[config.mk]
export PLATFORM = sky130hd
export DESIGN_NAME = bus_arbiter
export DESIGN_NICKNAME = d
export VERILOG_FILES = /design/src/rtl/bus_arbiter.sv
export SDC_FILE = /design/constraint.sdc
export NUM_CORES = 1
export LEC_CHECK = 0
export BUFFER_PORTS_ARGS = -buffer_cell sky130_fd_sc_hd__buf_4
export CAP_MARGIN = 25
export CORE_ASPECT_RATIO = 1.25
export CORE_MARGIN = 2
export CORE_UTILIZATION = 35
export DETAILED_ROUTE_END_ITERATION = 16
export PLACE_DENSITY = 0.66
export RECOVER_POWER = 100
export REMOVE_ABC_BUFFERS = 1
export SLEW_MARGIN = 15
export SYNTH_ARGS = -nofsm -noshare
export SYNTH_HDL_FRONTEND = slang
export SYNTH_SLANG_ARGS = --single-unit
[constraint.sdc]
create_clock -name clk -period 12.1 [get_ports clk]
set_clock_uncertainty 0.1 [all_clocks]
set_input_delay 0 -clock clk [delete_from_list [all_inputs] [get_ports clk]]
set_output_delay 0 -clock clk [all_outputs]
set_load 0.01 [all_outputs]
[src/rtl/bus_arbiter.sv]
// rtl/bus_arbiter.sv - two-requester round-robin bus arbiter with timeout
// Core (requester 0) and debug SBA (requester 1) share one memory bus.
module bus_arbiter #(
   parameter int AddrWidth = 32,
   parameter int DataWidth = 32,
   parameter int Timeout   = 255
) (
   input  logic                 clk,
   input  logic                 rst,
   input  logic                 m0_rd,
   input  logic                 m0_wr,
   input  logic [AddrWidth-1:0] m0_addr,
   input  logic [DataWidth-1:0] m0_wdata,
   input  logic [2:0]           m0_size,
   output logic [DataWidth-1:0] m0_rdata,
   output logic                 m0_done,
   output logic                 m0_err,
   input  logic                 m1_rd,
   input  logic                 m1_wr,
   input  logic [AddrWidth-1:0] m1_addr,
   input  logic [DataWidth-1:0] m1_wdata,
   input  logic [2:0]           m1_size,
   output logic [DataWidth-1:0] m1_rdata,
   output logic                 m1_done,
   output logic                 m1_err,
   output logic                 bus_rd,
   output logic                 bus_wr,
   output logic [AddrWidth-1:0] bus_addr,
   output logic [DataWidth-1:0] bus_wdata,
   output logic [2:0]           bus_size,
   input  logic [DataWidth-1:0] bus_rdata,
   input  logic                 bus_done,
   output logic [1:0]           grant
);

   localparam int CntWidth = $clog2(Timeout + 1);
   localparam logic [CntWidth-1:0] TimeoutVal = CntWidth'(Timeout);

   typedef enum logic [1:0] {IDLE, BUSY, RESP} state_t;

   state_t                state, state_next;
   logic                  last;
   logic [CntWidth-1:0]   cnt, cnt_inc;
   logic                  lat_rd, lat_wr, err_flag;
   logic [AddrWidth-1:0]  lat_addr;
   logic [DataWidth-1:0]  lat_wdata;
   logic [2:0]            lat_size;

   logic                  req0, req1, any_req, winner, timed_out, illegal;
   logic                  win_rd, win_wr;
   logic [AddrWidth-1:0]  win_addr;
   logic [DataWidth-1:0]  win_wdata;
   logic [2:0]            win_size;

   assign req0    = m0_rd | m0_wr;
   assign req1    = m1_rd | m1_wr;
   assign any_req = req0 | req1;
   // On a tie the requester not served last wins; otherwise whoever asks.
   assign winner  = (req0 & req1) ? ~last : req1;

   assign win_rd    = winner ? m1_rd    : m0_rd;
   assign win_wr    = winner ? m1_wr    : m0_wr;
   assign win_addr  = winner ? m1_addr  : m0_addr;
   assign win_wdata = winner ? m1_wdata : m0_wdata;
   assign win_size  = winner ? m1_size  : m0_size;
   assign illegal   = win_rd & win_wr;

   assign cnt_inc   = (cnt == TimeoutVal) ? cnt : cnt + 1'b1;
   assign timed_out = (cnt_inc == TimeoutVal);

   always_comb begin
      state_next = state;
      case (state)
         IDLE: if (any_req) state_next = illegal ? RESP : BUSY;
         BUSY: if (bus_done || timed_out) state_next = RESP;
         RESP: state_next = IDLE;
         default: state_next = IDLE;
      endcase
   end

   always_ff @(posedge clk or posedge rst) begin
      if (rst) state <= IDLE;
      else     state <= state_next;
   end

   always_ff @(posedge clk or posedge rst) begin
      if (rst) begin
         grant     <= 2'b00;
         last      <= 1'b1;
         cnt       <= '0;
         lat_rd    <= 1'b0;
         lat_wr    <= 1'b0;
         lat_addr  <= '0;
         lat_wdata <= '0;
         lat_size  <= '0;
         err_flag  <= 1'b0;
         m0_rdata  <= '0;
         m1_rdata  <= '0;
      end else begin
         case (state)
            IDLE: if (any_req) begin
               lat_rd    <= win_rd;
               lat_wr    <= win_wr;
               lat_addr  <= win_addr;
               lat_wdata <= win_wdata;
               lat_size  <= win_size;
               grant     <= winner ? 2'b10 : 2'b01;
               last      <= winner;
               cnt       <= '0;
               err_flag  <= illegal;
               if (illegal) begin
                  if (winner) m1_rdata <= '0;
                  else        m0_rdata <= '0;
               end
            end
            BUSY: begin
               // bus_done takes priority over a simultaneous timeout
               if (bus_done) begin
                  err_flag <= 1'b0;
                  if (grant[1]) m1_rdata <= bus_rdata;
                  else          m0_rdata <= bus_rdata;
               end else begin
                  cnt <= cnt_inc;
                  if (timed_out) begin
                     err_flag <= 1'b1;
                     if (grant[1]) m1_rdata <= '0;
                     else          m0_rdata <= '0;
                  end
               end
            end
            RESP: grant <= 2'b00;
            default: grant <= 2'b00;
         endcase
      end
   end

   assign bus_rd    = (state == BUSY) & lat_rd;
   assign bus_wr    = (state == BUSY) & lat_wr;
   assign bus_addr  = lat_addr;
   assign bus_wdata = lat_wdata;
   assign bus_size  = lat_size;

   assign m0_done = (state == RESP) & grant[0];
   assign m1_done = (state == RESP) & grant[1];
   assign m0_err  = m0_done & err_flag;
   assign m1_err  = m1_done & err_flag;

endmodule

# Word-level counts from Yosys, hierarchy flattened
# Cells that the tools add are included.
[word_totals]
memories = 0
wordCells = 86
regBits = 147
ramBits = 0
in_bits = 173
out_inout_bits = 139
latch_bits = 0
romBits = 0
[op_classes]
n_div = 0
addsub = 1
shift = 0
n_reduce_logical = 10
n_eq_ne = 13
mux = 37
bitwise = 13
magnitude_cmp = 0
multipliers = 0
[op_table]
columns = ["op", "count"]
rows = [
  ["$mux W32", 16],
  ["$pmux W32 S2", 2],
  ["$mux W8", 3],
  ["$eq A8 B8 Y1 const B", 2],
  ["$ne A2 B2 Y1 const B", 8],
  ["$pmux W8 S2", 1],
  ["$reduce_and A6 Y1", 2],
  ["$mux W2", 5],
  ["$add A8 B1 Y8 const B", 1],
  ["$and A1 B1 Y1", 8],
  ["$pmux W2 S2", 2],
  ["$mux W1", 6],
  ["$reduce_and A2 Y1", 3],
  ["$reduce_and A3 Y1", 2],
  ["$mux W3", 1],
  ["$ne A3 B3 Y1 const B", 1],
  ["$or A1 B1 Y1", 3],
  ["$eq A2 B1 Y1 const B", 1],
  ["$eq A2 B2 Y1 const B", 1],
  ["$logic_not A2 Y1", 1],
  ["$not A1 Y1", 2],
  ["$pmux W1 S2", 1],
  ["$reduce_bool A2 Y1", 1],
  ["$logic_or A1 B1 Y1", 1],
]

# Depth between registers and ports, before layout
# Gate-level depths: netlist of the first run.
[depth]
word_depth = 8
ltp_mapped = 9
ltp_nobuf = 7

# Worst setup path before layout of the first run
# No wires, ideal clock.
[synth_path]
path_type = "register to register"
start = "reg cnt[0]"
end = "reg err_flag"
setup_ps = 125
n_path_buf = 1
path_stages_with_launch = 9
t_required_ps = 11875
arrival_ps = 2072
slack_ps = 9803
synth_period_minus_slack_ps = 2297
path_cell_list = "dfrtp_1 > ha_1 > buf_6 > nand4_4 > o21ai_1 > a21o_1 > o41ai_4 > nor2b_1 > mux2_2"
[synth_between]
elab_chain_cells = 5
elab_cells_between_ends = 6
cone_classes = "add/sub (1); eq/ne (3); mux (1); reduce/logical (1)"
[synth_rtl]
columns = ["element", "line", "source"]
rows = [
  ["start: declaration", "43", "logic [CntWidth-1:0] cnt, cnt_inc;"],
  ["start signal: assignment", "123", "cnt <= cnt_inc;"],
  ["$add A8 B1 Y8 or $eq A8 B8 Y1 (tied branches)", "68", "assign cnt_inc = (cnt == TimeoutVal) ? cnt : cnt + 1'b1;"],
  ["$mux W8 *", "68", ""],
  ["$eq A8 B8 Y1 *", "69", "assign timed_out = (cnt_inc == TimeoutVal);"],
  ["$ne A3 B3 Y1 (no source line) *", "n/a", ""],
  ["$reduce_and A3 Y1 (no source line) *", "n/a", ""],
  ["end signal: assignment", "110", "err_flag <= illegal;"],
  ["end: declaration", "44", "logic lat_rd, lat_wr, err_flag;"],
]
# Every way passes the cells marked *; elsewhere a longest branch is shown, timed or not.
# A chain may end at the register's enable or synchronous reset.

# Worst setup path after layout of the first run
[layout_path]
start = "in m1_wr"
end = "reg lat_wdata[19], in the netlist bus_wdata[19]"
[layout_between]
elab_chain_cells = 4
elab_cells_between_ends = 6
cone_classes = "mux (2); bitwise (3); reduce/logical (1)"
[layout_rtl]
columns = ["element", "line", "source"]
rows = [
  ["start: declaration", "19", "input logic m1_wr,"],
  ["$or A1 B1 Y1 *", "56", "assign req1 = m1_rd | m1_wr;"],
  ["$and A1 B1 Y1", "59", "assign winner = (req0 & req1) ? ~last : req1;"],
  ["$mux W1", "59", ""],
  ["$mux W32", "64", "assign win_wdata = winner ? m1_wdata : m0_wdata;"],
  ["end signal: assignment", "105", "lat_wdata <= win_wdata;"],
  ["end: declaration", "46", "logic [DataWidth-1:0] lat_wdata;"],
]
# Marks and branches as above.

==> results of run 1 <==
-- worst paths after layout --
| kind | to | slack [ps] |
|---|---|---|
| max | bus_wdata[19]$_DFFE_PP0P_ | 5860 |
| min | state[0]$_DFFE_PP0P_ | 1 |
| max reg2reg | bus_wdata[19]$_DFFE_PP0P_ | 6120 |
| min reg2reg | bus_wdata[19]$_DFFE_PP0P_ | 380 |
| max in group asynchronous | m1_rdata[11]$_DFFE_PP0P_ | 6210 |
| min in group asynchronous | bus_wdata[29]$_DFFE_PP0P_ | 870 |
-- metal layers --
metal | up-vias | track usage (%) | part of all wire (%)
li1 | 2934 | - | -
met1 | 2962 | 25.9 | 39
met2 | 275 | 37.4 | 50
met3 | 33 | 7.26 | 8.9
met4 | 0 | 7.78 | 2.5
met5 | - | 0 | 0
-- critical path, cell delays in order --
cell and delay [ps]:
sky130_fd_sc_hd__dlygate4sd3_1 530, sky130_fd_sc_hd__clkbuf_1 150, sky130_fd_sc_hd__o21ai_0 1270, sky130_fd_sc_hd__clkbuf_1 3150, sky130_fd_sc_hd__mux2i_1 410, sky130_fd_sc_hd__dlygate4sd3_1 750
sky130_fd_sc_hd__o21ai_0 140
-- through the flow --
step,utilization [%],instances
floorplan,-,512
global placement,49.0,1056
detailed placement,49.0,1056
CTS,61.9,1261
global route,58.6,1262
finish,58.6,1262
-- where the power goes --
group | total [uW] | switching [uW] | internal, uW
sequential | 854 | 138 | 716
clock | 536 | 236 | 301
combinational | 984 | 543 | 441
-- synthesized netlist by cell type (4+ instances only) --
| cell | instances | area, sq um |
|---|---|---|
| sky130_fd_sc_hd__a21o_1 | 4 | 30.0 |
| sky130_fd_sc_hd__a21oi_1 | 5 | 25.0 |
| sky130_fd_sc_hd__a22o_1 | 65 | 569 |
| sky130_fd_sc_hd__and2_1 | 7 | 43.8 |
| sky130_fd_sc_hd__buf_2 | 12 | 60.1 |
| sky130_fd_sc_hd__buf_6 | 8 | 90.1 |
| sky130_fd_sc_hd__clkbuf_1 | 19 | 71.3 |
| sky130_fd_sc_hd__dfrtp_1 | 146 | 3650 |
| sky130_fd_sc_hd__inv_1 | 5 | 18.8 |
| sky130_fd_sc_hd__mux2i_1 | 67 | 671 |
| sky130_fd_sc_hd__nand2_1 | 77 | 289 |
| sky130_fd_sc_hd__nor2_1 | 14 | 52.6 |
| sky130_fd_sc_hd__nor2b_1 | 4 | 25.0 |
| sky130_fd_sc_hd__nor3_1 | 8 | 40.0 |
| sky130_fd_sc_hd__o21ai_0 | 72 | 360 |
-- state kept, by name (all words and copies together) (netlist names) --
name / flops
bus_addr: 32
grant: 2
err_flag: 1
m1_rdata: 32
state: 2
lat_rd: 1
last: 1
lat_wr: 1
m0_rdata: 32
cnt: 8
bus_wdata: 32
bus_size: 3
-- logic make-up after synthesis --
kind of cell | synth area share [%]
AO/OA/AOI/OAI | 18.0
AND/OR/NAND/NOR | 9.26
flip-flops | 57.6
buffers and inverters | 4.11
adder cells (fa/ha/maj) | 0.196
multiplexers | 10.8
-- final cells by class --
cell class	instances	area, sq um
clock buffer	18	439
sequential	147	3680
clock inverter	14	161
timing repair buffer	490	3590
inverter	5	20.0
fill	1568	7470
multi-input combinational	360	2390
tap	228	285
-- repair_timing --
item                                    4_1_cts  5_1_grt
buffers inserted                              0        0
hold buffers                                173        0
endpoints found under the setup margin        0        0
endpoints found under the hold margin       203        0
==> results.sh, run 1 <==
export IMPL_maxClockFrequency_mhz=160
export IMPL_worst_path_max_fanout=61
export IMPL_worst_ep_required_time_ps=12320
export IMPL_syn_to_final_growth_pct=65.3
export IMPL_placement_stage_cell_area_sq_um=8830
export IMPL_first_iter_violations=245
export IMPL_detail_route_antenna_nets=0
export IMPL_dp_hpwl_um=13800
export IMPL_r2r_cells=6
export IMPL_max_slew_margin_rel_pct=-192
export IMPL_finalPower_uw=2370
export IMPL_synth_warning_count=0
export IMPL_cts_root_buf="sky130_fd_sc_hd__clkbuf_16"
export IMPL_diodes=0
export IMPL_startpoint="m1_wr"
export IMPL_stdcell_area_sq_um=10600
export IMPL_share_of_the_cycle_needed_by_the_critical_path_after_routing_pct=51.6
export IMPL_clk_pin_slew_ps=70
export IMPL_maxCapViolations=7
export IMPL_hold_path_startpoint="m1_rd"
export IMPL_drc=0
export IMPL_critPathCaptureType="flip-flop"
export IMPL_io_buffer_count=311
export IMPL_worst_endpoint_arrival_ps=6460
export IMPL_synth_edff_count=0
export IMPL_floorplan_initialDensity_pct=35.4
export IMPL_design_die_area_sq_um=19400
export IMPL_type_of_the_worst_min_delay_path="in -> reg"
export IMPL_final_nets=1195
export IMPL_cts_path_max_buffers=2
export IMPL_fp_dieH_um=155
export IMPL_finalWeightedCongestion=0.834
export IMPL_maxSlewViolCount=367
export IMPL_async_reset_ff_share_pct=100
export IMPL_synth_yosys_seq_area_share_pct=57.6
export IMPL_timing_setup_tns_ps=0
export IMPL_clk_insertion_delay_late_ps=420
export IMPL_tritoncts_num_sinks=147
export IMPL_mostFrequentLayoutCells="176 x sky130_fd_sc_hd__buf_4, 173 x sky130_fd_sc_hd__dlygate4sd3_1, 146 x sky130_fd_sc_hd__dfrtp_1"
export IMPL_yosys_register_bits=147
export IMPL_yosysUniqueCellTypes=42
export IMPL_mostFrequentLayoutCell="sky130_fd_sc_hd__buf_4"
export IMPL_timing_final_ws_setup_ps=5860
export IMPL_leakage_uw=0.00498
export IMPL_core_sq_um=18000
export IMPL_post_cts_resized=0
export IMPL_overflow=0
export IMPL_cts_made_buffers=17
export IMPL_drive_gt1_share_pct=20.9
export IMPL_preCtsSetupSlack_ps=9410
export IMPL_final_period_minus_worst_setup_slack_ps=6240
export IMPL_avgRoutedWirePerCell_um=17.1
export IMPL_vias=6204
export IMPL_routed_wirelength_um=21500
export IMPL_hold_slack_ps=1.11
export IMPL_grt_setup_unrepaired="no"
export IMPL_first_pass_grt_wire_length_um=33700
export IMPL_synth_avg_cell_area_sq_um=11.5
export IMPL_outcome="finished, violations left"
export IMPL_tritoncts="built"
export IMPL_critPathLaunchType="primary input"
export IMPL_mappedNetlistArea_sq_um=6390
export IMPL_number_of_endpoints_failing_setup_at_the_final_stage=0
export IMPL_placement_rows=55
export IMPL_ir_worst_vdd_uv=106
export IMPL_synth_main_ff_cell="sky130_fd_sc_hd__dfrtp_1"
export IMPL_avgViaCountPerCell=4.92
export IMPL_number_of_detailed_route_iterations_in_the_first_pass=4
export IMPL_number_of_global_route_vias_before_repair=6352
export IMPL_floorplan_die_width_um=125
export IMPL_syn_inst=554
export IMPL_worstReg2RegStart="last$_DFFE_PP1P_"
export IMPL_antenna_found_initial=0
export IMPL_tightestPinTransition_ps=4380
export IMPL_grt_max_degree=83
export IMPL_power_per_cell_area_nw_per_um2=225
export IMPL_timing_hold_worst_path_depth=4
export IMPL_global_route_usage_total_pct=21.9
export IMPL_maximum_level_of_the_cts_h_tree=4
export IMPL_violated_checks="max-capacitance violations, max-slew violations"
export IMPL_critical_path_class="in -> reg"
export IMPL_floorplan_io_pins=312
export IMPL_timing_final_hold_violations=0
Power figures use the tool's default switching activity.
==> run 2: changes to the inputs <==
Settings changed: PLACE_DENSITY 0.66 to 0.68.
Clock period 12.1 ns to 5.35 ns, I/O delays scaled along.
==> run 2 against run 1 <==
The run still ends with max-capacitance violations, max-slew violations left. Final area is 0.49% higher. Core utilization is 0.28 points higher. Register-to-register slack worse by 4400 ps. Total power is 130% higher. Sequential share of layout area is 0.17 points lower. Critical path depth is 1 higher. Wire length hardly changed. Worst hold slack better by 58 ps. Critical path type unchanged.
==> results.sh, run 2 (synthesis results as in run 1) <==
export IMPL_clk_insertion_delay_late_ps=410
export IMPL_crit_chain="dlygate4sd3_1 > clkbuf_1 > nor4_1 > or3_1 > buf_4 > nand2_1 > nand2_1 > a22o_1"
export IMPL_cts_path_max_buffers=2
export IMPL_type_of_the_worst_min_delay_path="in -> reg"
export IMPL_violated_checks="max-capacitance violations, max-slew violations"
export IMPL_finalPower_uw=5350
export IMPL_detailroute_wirelength_met2_um=10700
export IMPL_clk_pin_slew_ps=60
export IMPL_grt_setup_unrepaired="no"
export IMPL_floorplan_initialDensity_pct=35.4
export IMPL_syn_to_final_growth_pct=66.1
export IMPL_path_delay_family="simple AND/OR/NAND/NOR gates"
export IMPL_maxSlewViolCount=74
export IMPL_vias=6211
export IMPL_design_die_area_sq_um=19400
export IMPL_worst_path_max_delay_cell="sky130_fd_sc_hd__or3_1"
export IMPL_drive_gt1_share_pct=21.3
export IMPL_overflow=0
export IMPL_final_nets=1194
export IMPL_worst_path_max_fanout=73
export IMPL_critPathCaptureType="flip-flop"
export IMPL_maxCapViolations=1
export IMPL_maxClockFrequency_mhz=271
export IMPL_routed_wirelength_um=21500
export IMPL_mostFrequentLayoutCell="sky130_fd_sc_hd__buf_4"
export IMPL_timing_setup_tns_ps=0
export IMPL_first_iter_violations=284
export IMPL_number_of_global_route_vias_before_repair=6571
export IMPL_power_per_cell_area_nw_per_um2=505
export IMPL_dp_hpwl_um=13700
export IMPL_placement_stage_cell_area_sq_um=8830
export IMPL_finalWeightedCongestion=0.791
export IMPL_core_sq_um=18000
export IMPL_cts_root_buf="sky130_fd_sc_hd__clkbuf_16"
export IMPL_worst_ep_required_time_ps=5590
export IMPL_share_of_the_cycle_needed_by_the_critical_path_after_routing_pct=68.9
export IMPL_worst_endpoint_arrival_ps=3930
export IMPL_max_slew_margin_rel_pct=-28.6
export IMPL_highest_metal_used="met4"
export IMPL_outcome="finished, violations left"
export IMPL_grt_max_degree=90
export IMPL_stdcell_area_sq_um=10600
export IMPL_io_buffer_count=311
export IMPL_final_period_minus_worst_setup_slack_ps=3690
export IMPL_drc=0
export IMPL_fp_dieH_um=155
export IMPL_tightestPinTransition_ps=1930
export IMPL_number_of_detailed_route_iterations_in_the_first_pass=5
export IMPL_cts_hold_buf=173
export IMPL_preCtsSetupSlack_ps=2690
export IMPL_met3_length_um=1640
export IMPL_number_of_endpoints_failing_setup_at_the_final_stage=0
export IMPL_placement_rows=55
export IMPL_first_pass_grt_wire_length_um=34200
export IMPL_global_route_usage_total_pct=22.1
export IMPL_tritoncts="built"
export IMPL_critPathLaunchType="primary input"
export IMPL_routedLengthMet1_um=8590
export IMPL_post_cts_repair_setup_buffers=0
export IMPL_avgViaCountPerCell=4.92
export IMPL_critical_path_class="in -> reg"
export IMPL_timing_final_hold_violations=0
export IMPL_post_cts_resized=0
export IMPL_avgRoutedWirePerCell_um=17.1
export IMPL_slowest_stage_delay_on_critical_path_ps=1490
export IMPL_floorplan_io_pins=312
export IMPL_ir_worst_vdd_uv=264
export IMPL_mostFrequentLayoutCells="179 x sky130_fd_sc_hd__buf_4, 173 x sky130_fd_sc_hd__dlygate4sd3_1, 146 x sky130_fd_sc_hd__dfrtp_1"
export IMPL_tritoncts_num_sinks=147
export IMPL_antenna_found_initial=2
export IMPL_cts_made_buffers=17
export IMPL_worst_path_buf_inv=3
export IMPL_maximum_level_of_the_cts_h_tree=4
export IMPL_timing_final_ws_setup_ps=1660
export IMPL_leakage_uw=0.00501
export IMPL_floorplan_die_width_um=125
export IMPL_timing_critical_path_mode_cell="sky130_fd_sc_hd__nand2_1"
export IMPL_detail_route_antenna_nets=0
==> run 2: changes by cell type in the layout (fill, tap and decap cells not counted), sizes merged <==
| cell | delta |
|---|---|
| buf | +3 |
| bufinv | +1 |
| clkbuf | -5 |
| diode | +2 |
==> run 2: area by class of cell <==
type                    count  area [sq um]
inverters                   5          23.8
diodes                      2          5.00
flip-flops and latches    147          3680
fillers                  1545          7420
multi-input cells         360          2410
repair buffers            489          3590
well taps                 228           285
clock inverters            15           188
clock buffers              17           425
==> run 2: worst paths after layout <==
path	endpoint	depth (start not counted)	startpoint	slack, ps
setup / recovery	cnt[1]$_DFFE_PP0P_	8	m1_wr	1660
hold / removal	last$_DFFE_PP1P_	3	m1_rd	60
setup reg to reg	m0_rdata[24]$_DFFE_PP0P_	7	cnt[0]$_DFFE_PP0P_	1690
hold reg to reg	bus_wdata[12]$_DFFE_PP0P_	2	bus_wdata[12]$_DFFE_PP0P_	380
max in group asynchronous	bus_wdata[5]$_DFFE_PP0P_	4	rst	3680
min in group asynchronous	bus_addr[4]$_DFFE_PP0P_	3	rst	180
==> run 2: report_power, final <==
group | total, uW | internal [uW] | switching [uW] | leakage (uW)
registers | 1930 | 1620 | 315 | 0.00188
clock network | 1230 | 711 | 521 | 0.000292
logic | 2190 | 951 | 1240 | 0.00284
==> run 2: per-stage QoR <==
stage	std cells	util, %	hold WS [ps]
6_report	1263	58.9	59.5
5_1_grt	1261	58.8	93.6
4_1_cts	1261	62.0	53.6
3_5_place_dp	1056	49.0	109
3_3_place_gp	1056	49.0	99.3
2_1_floorplan	512	-	40.0
==> run 2: tightest hold or removal path, cell delays in order <==
cell                      delay [ps]
sky130_fd_sc_hd__buf_4           120
sky130_fd_sc_hd__o21ai_4         130
sky130_fd_sc_hd__o32ai_1         260
==> run 2: layer usage <==
layer | GRT usage (%) | up-vias
li1 | - | 2933
met1 | 26.4 | 2969
met2 | 37.4 | 273
met3 | 6.74 | 36
met4 | 8.99 | 0
met5 | 0 | -
==> run 3: changes to the inputs <==
Clock period 5.35 ns to 3.2 ns, I/O delays scaled along.
==> run 3 against run 2 <==
The run still ends with max-capacitance violations, max-slew violations left. First-iteration DRC count shrank 18%. Via count grew 0.82%. Critical path depth shrank 1. Register-to-register slack lost 1300 ps. Final area grew 0.65%. Final cell count is essentially flat. Non-clock buffer count grew 2. Largest power group unchanged. Core utilization grew 0.38 points. Sequential share of layout area shrank 0.22 points. Combinational power grew 69%. Setup slack lost 1300 ps.
==> results.sh, run 3 (synthesis results as in run 1) <==
export IMPL_tritoncts_num_sinks=147
export IMPL_violated_checks="max-capacitance violations, max-slew violations"
export IMPL_avgRoutedWirePerCell_um=17.3
export IMPL_slowest_stage_delay_on_critical_path_ps=860
export IMPL_n_fill_cell=1554
export IMPL_worst_path_buf_inv=3
export IMPL_share_of_the_cycle_needed_by_the_critical_path_after_routing_pct=88.0
export IMPL_crit_chain="dlygate4sd3_1 > clkbuf_1 > nor4_1 > or3_2 > a311oi_1 > dlygate4sd3_1 > a21o_1"
export IMPL_clk_insertion_delay_late_ps=410
export IMPL_layout_area_seq_sq_um=3680
export IMPL_routed_wirelength_um=21900
export IMPL_syn_to_final_growth_pct=67.1
export IMPL_multi_input_area_sq_um=2430
export IMPL_final_nets=1196
export IMPL_maxCapViolations=1
export IMPL_type_of_the_worst_min_delay_path="in -> reg"
export IMPL_finalPower_uw=9010
export IMPL_post_cts_resized=0
export IMPL_tritoncts="built"
export IMPL_floorplan_io_pins=312
export IMPL_grt_setup_unrepaired="no"
export IMPL_hold_slack_ps=257
export IMPL_first_pass_grt_wire_length_um=34900
export IMPL_global_route_usage_total_pct=22.5
export IMPL_grt_max_degree=83
export IMPL_critical_path_class="in -> reg"
export IMPL_avgViaCountPerCell=4.95
export IMPL_outcome="finished, violations left"
export IMPL_cts_root_buf="sky130_fd_sc_hd__clkbuf_16"
export IMPL_tightestPinTransition_ps=2340
export IMPL_path_delay_family="simple AND/OR/NAND/NOR gates"
export IMPL_placement_stage_cell_area_sq_um=8870
export IMPL_number_of_endpoints_failing_setup_at_the_final_stage=0
export IMPL_overflow=0
export IMPL_core_sq_um=18000
export IMPL_worst_endpoint_arrival_ps=3020
export IMPL_mostFrequentLayoutCell="sky130_fd_sc_hd__buf_4"
export IMPL_drive_gt1_share_pct=21.4
export IMPL_critPathCaptureType="flip-flop"
export IMPL_drc=0
export IMPL_design_die_area_sq_um=19400
export IMPL_maximum_level_of_the_cts_h_tree=4
export IMPL_fin_util_pct=59.2
export IMPL_first_iter_violations=234
export IMPL_dp_hpwl_um=13600
export IMPL_maxSlewViolCount=60
export IMPL_cts_path_max_buffers=2
export IMPL_worst_path_max_delay_cell="sky130_fd_sc_hd__or3_2"
export IMPL_power_per_cell_area_nw_per_um2=843
export IMPL_detail_route_antenna_nets=0
export IMPL_placement_rows=55
export IMPL_mostFrequentLayoutCells="177 x sky130_fd_sc_hd__buf_4, 174 x sky130_fd_sc_hd__dlygate4sd3_1, 146 x sky130_fd_sc_hd__dfrtp_1"
export IMPL_floorplan_die_width_um=125
export IMPL_critPathLaunchType="primary input"
export IMPL_vias=6262
export IMPL_leakage_uw=0.00504
export IMPL_setup_slack_reg_to_reg_ps=420
export IMPL_number_of_detailed_route_iterations_in_the_first_pass=5
export IMPL_number_of_global_route_vias_before_repair=6696
export IMPL_timing_final_hold_violations=0
export IMPL_worst_ep_required_time_ps=3400
export IMPL_max_slew_margin_rel_pct=-56.4
export IMPL_fp_dieH_um=155
export IMPL_antenna_found_initial=1
export IMPL_clk_pin_slew_ps=70
export IMPL_cts_made_buffers=17
export IMPL_maxClockFrequency_mhz=355
export IMPL_ir_worst_vdd_uv=353
export IMPL_stdcell_area_sq_um=10700
export IMPL_finalWeightedCongestion=0.787
export IMPL_floorplan_initialDensity_pct=35.4
export IMPL_worst_path_max_fanout=59
export IMPL_timing_critical_path_mode_cell="sky130_fd_sc_hd__dlygate4sd3_1"
export IMPL_final_period_minus_worst_setup_slack_ps=2820
export IMPL_io_buffer_count=311
-- run 3: metrics by stage --
step | std cells | TNS (ps) | worst slack, ps
floorplan | 512 | -414370 | -2530
global placement | 1057 | 0 | 604
detailed placement | 1057 | 0 | 541
CTS | 1263 | 0 | 526
global route | 1263 | 0 | 182
finish | 1264 | 0 | 384
-- run 3: repair_timing --
action,CTS,global route
endpoints found under the hold margin,198,0
hold buffers,174,0
setup buffers,0,0
-- run 3: power by group --
group,internal (uW),switching [uW]
combinational,1610,2090
clock,1190,877
sequential,2700,537
total,5510,3500
-- run 3: cell type report --
cell class / instances / area share (%)
Antenna cell: 1 / 0.0234
Clock buffer: 17 / 3.98
Clock inverter: 15 / 1.78
Inverter: 5 / 0.176
Multi-Input combinational cell: 360 / 22.8
Sequential cell: 147 / 34.5
Tap cell: 228 / 2.67
Timing Repair Buffer: 491 / 34.2
-- run 3: worst paths after layout --
path | end | from | depth (start not counted)
worst max-delay path | lat_rd$_DFFE_PP0P_ | m1_wr | 7
worst max register to register | m1_rdata[19]$_DFFE_PP0P_ | cnt[0]$_DFFE_PP0P_ | 7
min in group asynchronous | bus_wdata[4]$_DFFE_PP0P_ | rst | 3
max in group asynchronous | m1_rdata[4]$_DFFE_PP0P_ | rst | 4
worst min register to register | bus_wdata[0]$_DFFE_PP0P_ | bus_wdata[0]$_DFFE_PP0P_ | 2
worst min-delay path | m0_rdata[27]$_DFFE_PP0P_ | bus_rdata[27] | 3
-- run 3: worst min-delay path, cell delays in order --
cell and delay [ps]:
sky130_fd_sc_hd__dlygate4sd3_1 520, sky130_fd_sc_hd__buf_4 110, sky130_fd_sc_hd__a22o_1 120
-- run 3: layer usage --
layer  vias to the layer above  share of wire (%)  track usage (%)
met1                      2993                 40             26.1
met2                       280                 49             37.8
met4                         0                3.0             9.63
li1                       2942                  -                -
met5                         -                  0                0
met3                        47                7.9             8.05
